## config.mk

```make
export PLATFORM = sky130hd
export DESIGN_NAME = led_matrix_scanner
export DESIGN_NICKNAME = d
export VERILOG_FILES = /design/src/rtl/sga_pkg.sv /design/src/rtl/sga_pwm_gate.sv /design/src/rtl/led_matrix_scanner.sv
export SDC_FILE = /design/constraint.sdc
export NUM_CORES = 1
export LEC_CHECK = 0
export BUFFER_PORTS_ARGS = -buffer_cell sky130_fd_sc_hd__buf_2
export CAP_MARGIN = 20
export CORE_UTILIZATION = 40
export DETAILED_ROUTE_END_ITERATION = 6
export HOLD_SLACK_MARGIN = 0.15
export RECOVER_POWER = 50
export SETUP_SLACK_MARGIN = 0.15
export SYNTH_ARGS = -nofsm -noshare
export SYNTH_HDL_FRONTEND = slang
export SYNTH_HIERARCHICAL = 1
export SYNTH_SLANG_ARGS = --single-unit
```

## constraint.sdc

```tcl
create_clock -name clock -period 6.9 [get_ports clock]
set_clock_uncertainty 0.05 [all_clocks]
set_input_delay 1.035 -clock clock [delete_from_list [all_inputs] [get_ports clock]]
set_output_delay 1.035 -clock clock [all_outputs]
set_load 0.05 [all_outputs]
```

## src/rtl/sga_pkg.sv

```systemverilog
// Shared SGA types: LED matrix geometry and the frame vector used by the top.
package sga_pkg;

    localparam int LED_ROWS = 6;
    localparam int LED_COLS = 6;
    localparam int LED_BITS = LED_ROWS * LED_COLS;

    typedef logic [LED_BITS-1:0] led_frame_t;

endpackage

```

## src/rtl/sga_pwm_gate.sv

```systemverilog
// Brightness gate: column drive is allowed while (phase mod 8) <= level.
module sga_pwm_gate (
    input  logic [2:0] phase,
    input  logic [2:0] level,
    output logic       lit
);

    assign lit = ({1'b0, phase} < ({1'b0, level} + 4'd1));

endmodule

```

## src/rtl/led_matrix_scanner.sv

```systemverilog
// Row-multiplexed, double-buffered 6x6 LED scanner with inter-row blanking.
// Optional SGA_BRIGHTNESS_PWM_EN adds a 3-bit brightness PWM on the columns.
module led_matrix_scanner
    import sga_pkg::*;
#(
    parameter int ROWS        = LED_ROWS,
    parameter int COLS        = LED_COLS,
    parameter int ROW_TICKS   = 2500,
    parameter int BLANK_TICKS = 50
) (
    input  logic               clock,
    input  logic               restart,
    input  logic               enable,
    input  logic [ROWS*COLS-1:0] frame,
    input  logic               frame_valid,
`ifdef SGA_BRIGHTNESS_PWM_EN
    input  logic [2:0]         brightness,
`endif
    output logic [ROWS-1:0]    row_sel,
    output logic [COLS-1:0]    col_data,
    output logic               frame_start,
    output logic [2:0]         db_row
);

    localparam int MAX_TICKS = (ROW_TICKS > BLANK_TICKS) ? ROW_TICKS : BLANK_TICKS;
    localparam int CW = (MAX_TICKS > 1) ? $clog2(MAX_TICKS) : 1;

    localparam logic [1:0] IDLE  = 2'd0;
    localparam logic [1:0] BLANK = 2'd1;
    localparam logic [1:0] DRIVE = 2'd2;

    logic [1:0]           state, state_n;
    logic [2:0]           row, row_n;
    logic [CW-1:0]        count, count_n;
    logic [ROWS*COLS-1:0] shadow, shadow_n;
    logic [ROWS*COLS-1:0] pending;
    logic                 pending_flag;
    logic                 take;
    logic                 start_drive;
    logic [COLS-1:0]      row_bits;
    logic [COLS-1:0]      col_n;

    always_comb begin
        state_n = state;
        row_n   = row;
        count_n = count;
        take    = 1'b0;
        if (!enable) begin
            state_n = IDLE;
            row_n   = '0;
            count_n = '0;
        end else begin
            unique case (state)
                IDLE: begin
                    state_n = BLANK;
                    row_n   = '0;
                    count_n = '0;
                end
                BLANK: begin
                    if (count == CW'(BLANK_TICKS - 1)) begin
                        state_n = DRIVE;
                        count_n = '0;
                        take    = (row == 3'd0);
                    end else begin
                        count_n = count + 1'b1;
                    end
                end
                DRIVE: begin
                    if (count == CW'(ROW_TICKS - 1)) begin
                        state_n = BLANK;
                        count_n = '0;
                        row_n   = (row == 3'(ROWS - 1)) ? 3'd0 : row + 3'd1;
                    end else begin
                        count_n = count + 1'b1;
                    end
                end
                default: begin
                    state_n = IDLE;
                    row_n   = '0;
                    count_n = '0;
                end
            endcase
        end
    end

    // Frame boundary swap; a strobe landing on the swap cycle bypasses pending.
    always_comb begin
        shadow_n = shadow;
        if (take) begin
            if (frame_valid) begin
                shadow_n = frame;
            end else if (pending_flag) begin
                shadow_n = pending;
            end
        end
    end

    assign start_drive = (state == BLANK) && (state_n == DRIVE);
    assign row_bits    = COLS'(shadow_n >> (row_n * COLS));

`ifdef SGA_BRIGHTNESS_PWM_EN
    logic [2:0] level, level_n;
    logic       lit;

    assign level_n = start_drive ? brightness : level;

    sga_pwm_gate u_pwm_gate (
        .phase (3'(count_n)),
        .level (level_n),
        .lit   (lit)
    );

    assign col_n = lit ? row_bits : '0;

    always_ff @(posedge clock) begin
        if (restart) begin
            level <= '0;
        end else begin
            level <= level_n;
        end
    end
`else
    assign col_n = row_bits;
`endif

    always_ff @(posedge clock) begin
        if (restart) begin
            state        <= IDLE;
            row          <= '0;
            count        <= '0;
            shadow       <= '0;
            pending      <= '0;
            pending_flag <= 1'b0;
            row_sel      <= '0;
            col_data     <= '0;
            frame_start  <= 1'b0;
            db_row       <= '0;
        end else begin
            state  <= state_n;
            row    <= row_n;
            count  <= count_n;
            shadow <= shadow_n;
            if (frame_valid) begin
                pending <= frame;
            end
            if (take) begin
                pending_flag <= 1'b0;
            end else if (frame_valid) begin
                pending_flag <= 1'b1;
            end
            row_sel     <= (state_n == DRIVE) ? (ROWS'(1) << row_n) : '0;
            col_data    <= (state_n == DRIVE) ? col_n : '0;
            frame_start <= start_drive && (row_n == 3'd0);
            db_row      <= row_n;
        end
    end

endmodule
```

=== Word level (Yosys, flattened, before mapping) ===
Index checks and enable logic that the tools add are counted.

* Latch bits: 0
* Bits in read-only memories: 0
* Register bits after elaboration: 103
* Memory bits (writable): 0
* Output and inout port bits: 16
* Memories kept: 0
* Input port bits: 40
* Word-level logic and storage cells: 47

* Bitwise operators: 2
* Eq/ne operators: 6
* Add/sub/neg operators: 2
* Divide/modulo/power cells: 0
* Multiplexer cells: 17
* Multipliers: 1
* Shift operators: 2
* Reductions and logical operators: 8
* $lt $le $gt $ge: 0

{| class="wikitable"
|+ Operators with widths
! kind !! count
|-
| 36-bit 2-to-1 mux || 3
|-
| 36-bit by 6-bit >> shifter with 6-bit output || 1
|-
| 12-bit 2-to-1 mux || 2
|-
| 12-bit case mux with 2 select lines || 1
|-
| 12-bit by 1-bit adder with 12-bit output, second input constant || 1
|-
| 12-bit equality test, second input constant || 1
|-
| 12-bit by 6-bit equality test with 1-bit output, second input constant || 1
|-
| 3-bit 2-to-1 mux || 3
|-
| 3-bit zero test || 2
|-
| 2-bit 2-to-1 mux || 3
|-
| 2-bit case mux with 3 select lines || 1
|-
| 3-bit case mux with 2 select lines || 1
|-
| 2-bit OR reduction || 3
|-
| 1-bit by 3-bit left shift with 6-bit output, first input constant || 1
|-
| 3-bit by 2-bit multiplier with 5-bit output, second input constant || 1
|-
| 2-bit equality test, second input constant || 2
|-
| 3-bit by 1-bit adder with 3-bit output, second input constant || 1
|-
| 3-bit equality test, second input constant || 1
|-
| 1-bit 2-to-1 mux || 3
|-
| 2-bit by 1-bit equality test with 1-bit output, second input constant || 1
|-
| 1-bit logical AND || 2
|-
| 2-bit zero test || 1
|-
| 1-bit NOT || 2
|}

=== Depth between registers and ports, before layout ===
* Word-level depth: 7
* Mapped depth: 12
* Depth with buffers taken out: 9

=== Worst setup path after synthesis ===
Ideal clock, no wire load.

* Path kind: input to register
* Start: input frame_valid
* End: register shadow[26]
* Required time: 6.712 ns
* Cell stages on the path: 5
* Data arrival time: 2.519 ns
* Setup time: 0.138 ns
* Path buffers: 3
* Setup slack: 4.194 ns
* Cell sequence: buf_2 > buf_1 > buf_1 > mux2i_1 > a211oi_1

* Word-level cells in the longest chain between the ends: 2

{| class="wikitable"
|+ RTL lines
! element !! RTL line !! source
|-
| start: declaration || led_matrix_scanner.sv:15 || <nowiki>input logic frame_valid,</nowiki>
|-
| 36-bit 2-to-1 mux || led_matrix_scanner.sv:90 || <nowiki>if (frame_valid) begin</nowiki>
|-
| 36-bit 2-to-1 mux || led_matrix_scanner.sv:89 || <nowiki>if (take) begin</nowiki>
|-
| end signal: assignment || led_matrix_scanner.sv:142 || <nowiki>shadow <= shadow_n;</nowiki>
|-
| end: declaration || led_matrix_scanner.sv:35 || <nowiki>logic [ROWS*COLS-1:0] shadow, shadow_n;</nowiki>
|}

Every way passes these cells.
A chain may end at the register's enable or synchronous reset.

=== Worst setup path after layout ===
* Start: input frame_valid
* End: register col_data[1]

* Word-level cells in the longest chain between the ends: 3

{| class="wikitable"
|+ RTL lines
! element !! RTL line !! source
|-
| 36-bit 2-to-1 mux || led_matrix_scanner.sv:90 ||
|-
| 36-bit 2-to-1 mux || led_matrix_scanner.sv:89 ||
|-
| 36-bit by 6-bit >> shifter with 6-bit output || led_matrix_scanner.sv:99 || <nowiki>assign row_bits = COLS'(shadow_n >> (row_n * COLS));</nowiki>
|-
| end signal: assignment || led_matrix_scanner.sv:152 || <nowiki>col_data <= (state_n == DRIVE) ? col_n : '0;</nowiki>
|-
| end: declaration || led_matrix_scanner.sv:20 || <nowiki>output logic [COLS-1:0] col_data,</nowiki>
|}

Every way passes these cells.

==> flow_summary.json <==
{
  "insertedDiodeCount": 0,
  "timing_max_transition_violations_final": 119,
  "detailedPlacementHpwl_mm": 5.75,
  "drtIter0Drc": 142,
  "clk_path_buf_depth": 2,
  "syn_area_per_cell_um2": 9.66,
  "layout.cells.most_common": "sky130_fd_sc_hd__nor2_1",
  "critPathMaxFanout": 74,
  "start_util_pct": 41.0,
  "cts_repair_resize_count": 0,
  "postCtsSetupRepairBufs": 0,
  "number_of_clock_buffers_inserted_by_tritoncts": 9,
  "worst-slew-pin-transition_ns": 3.29,
  "postRouteAntennaNets": 0,
  "power_density_of_the_placed_cells_nw_per_um2": 222,
  "finalHoldViolCount": 0,
  "yosys_register_bits": 103,
  "cts-root-buf": "sky130_fd_sc_hd__clkbuf_8",
  "rsz0062_at_grt": "false",
  "cts.reportedPaths.clkPinSlew_ns": 0.09,
  "report.final.setup_viol": 0,
  "layout.nets": 523,
  "num_io_pins": 56,
  "grt_start_max_net_pins": 79,
  "detail_route.wirelength_mm": 8.48,
  "die_area_um2": 10900,
  "route.detailed.vias_per_inst": 5.05,
  "failed_checks": "capacitance limit, slew limit",
  "synth_fp_nets": 482,
  "holdCritPathClass": "flop to flop",
  "final.period_utilization_pct": 67.4,
  "hold_bufs_at_cts": 0,
  "gp_routability_congestion": 0.807,
  "startpoint_type": "primary input",
  "maximum_clock_frequency_mhz": 215,
  "max-slew-margin-rel_pct": -119,
  "worst-r2r-setup-slack_ns": 3.88,
  "layout-drive-gt1-share_pct": 15.8,
  "syn_area_um2": 4210,
  "area_growth_pct": 12.2,
  "min_delay_path_depth": 2,
  "insertion_delay_ns": 0.38,
  "total_routing_usage_gr_pct": 16.6,
  "grt_antenna_before_repair": 0,
  "numPortBuffers": 55,
  "final_area_um2": 4720,
  "power.leakage_nw": 1.89,
  "fillers": 1077,
  "number_of_design_rule_violations_left_after_detail_routing": 0,
  "routed-via-count": 3120,
  "postSynth.asyncResetShare_pct": 0,
  "reg2reg_depth": 6,
  "most-common-layout-cells": "sky130_fd_sc_hd__nor2_1 (107), sky130_fd_sc_hd__dfxtp_1 (103), sky130_fd_sc_hd__mux2i_1 (50), sky130_fd_sc_hd__buf_2 (41), sky130_fd_sc_hd__a211oi_1 (25)",
  "dpl_cell_area_um2": 4560,
  "timing.critical_path.to_type": "flop",
  "firstDrtPassIters": 5,
  "finalCoreUtilization_pct": 46.0,
  "status": "finished, violations left",
  "crit_arrival_ns": 4.86,
  "fp.dieW_um": 105,
  "yosys_warnings": 6,
  "cts_tree": "yes",
  "grt_first_pass_wirelength_mm": 14.2,
  "syn-instance-count": 436,
  "die_height_um": 105,
  "ir_worst_vdd_mv": 0.114,
  "synth.lib_cells_used.distinct": 45,
  "cts.htree.levels": 3,
  "row_count": 37,
  "residual_overflow_from_global_routing": 0,
  "cts_num_sinks": 103,
  "via_count_of_the_first_global_routing_pass": 3008,
  "routed_wire_length_per_instance_um": 13.7,
  "floorplan_core_area_um2": 10300,
  "synth_sequential_area_ratio_pct": 49.0,
  "final_period_minus_worst_setup_slack_ns": 4.65,
  "critPathRequiredTime_ns": 7.12,
  "worst_setup_path_type": "primary input to flop",
  "maxCapViolCount": 2,
  "ys.flop_type": "sky130_fd_sc_hd__dfxtp_1",
  "fin_setup_tns_ns": 0,
  "synth-edff-count": 0
}
==> sequential cells by signal, indices dropped and copies added (netlist names) <==
| signal | cells |
|---|---|
| col_data | 6 |
| count | 12 |
| pending_flag | 1 |
| frame_start | 1 |
| state | 2 |
| row | 3 |
| pending | 36 |
| shadow | 36 |
| row_sel | 6 |
==> cell type report <==
cell class,count,area (um2),area share [%]
clock inverters,4,52.6,1.11
multi-input cells,300,2010,42.6
well taps,136,170,3.60
clock buffers,12,135,2.86
inverters,5,18.8,0.397
flip-flops and latches,103,2060,43.7
repair buffers,58,273,5.77
==> power by group <==
group / internal, mW / switching [mW]
logic: 0.0263 / 0.0338
registers: 0.607 / 0.00372
clock network: 0.170 / 0.205
total: 0.804 / 0.243
==> synth_stat cells (6+ instances only) <==
master	instances	area, um2
sky130_fd_sc_hd__mux2_2	9	101
sky130_fd_sc_hd__clkbuf_1	16	60.1
sky130_fd_sc_hd__nor3_1	10	50.1
sky130_fd_sc_hd__dfxtp_1	103	2060
sky130_fd_sc_hd__and2_1	7	43.8
sky130_fd_sc_hd__nand2_1	16	60.1
sky130_fd_sc_hd__ha_1	6	75.1
sky130_fd_sc_hd__a211oi_1	25	188
sky130_fd_sc_hd__mux2i_1	50	500
sky130_fd_sc_hd__xor2_1	6	52.6
sky130_fd_sc_hd__nand4_1	6	37.5
sky130_fd_sc_hd__nor2_1	107	402
sky130_fd_sc_hd__buf_1	6	22.5
==> worst paths after layout <==
kind                     from           to
setup / recovery  frame_valid  col_data[1]
hold / removal     shadow[11]   shadow[11]
setup reg to reg     count[2]  col_data[3]
hold reg to reg    shadow[11]   shadow[11]
==> cells by family (layout without fill, tap and decap cells) <==
kind of cell             Yosys count  after routing  share of synthesized area (%)
multiplexers                      61             61                           15.1
adder cells (fa/ha/maj)            6              6                           1.78
AND/OR/NAND/NOR                  172            172                           19.5
XOR/XNOR                          10             10                           2.08
flip-flops                       103            103                           49.0
AO/OA/AOI/OAI                     51             51                           9.24
buffers and inverters             33             79                           3.36
==> worst max-delay path: stages <==
cell                       delay (ns)
sky130_fd_sc_hd__buf_2           0.07
sky130_fd_sc_hd__clkbuf_1        2.00
sky130_fd_sc_hd__nor2_1          0.26
sky130_fd_sc_hd__nor3_2          0.26
sky130_fd_sc_hd__buf_4           0.57
sky130_fd_sc_hd__and2_1          0.24
sky130_fd_sc_hd__a211oi_1        0.05
sky130_fd_sc_hd__or3_1           0.36
==> metrics by stage <==
step	cells	total power, mW	setup slack (ns)	hold slack (ns)
floorplan	436	0.661	4.19	0.378
detailed placement	602	0.683	3.51	0.401
CTS	618	1.06	3.83	0.415
finish	618	1.05	2.25	0.411
global route	618	1.09	1.82	0.447
global placement	602	0.682	3.54	0.388
==> metal layers <==
metal / part of all wire [%] / up-vias / GRT usage [%]
met4: 1.5 / 0 / 5.63
met3: 4.9 / 13 / 5.12
met5: 0 / - / 0
met1: 48 / 1441 / 21.2
li1: - / 1597 / -
met2: 46 / 69 / 26.7
(Power assumes the default switching activity.)
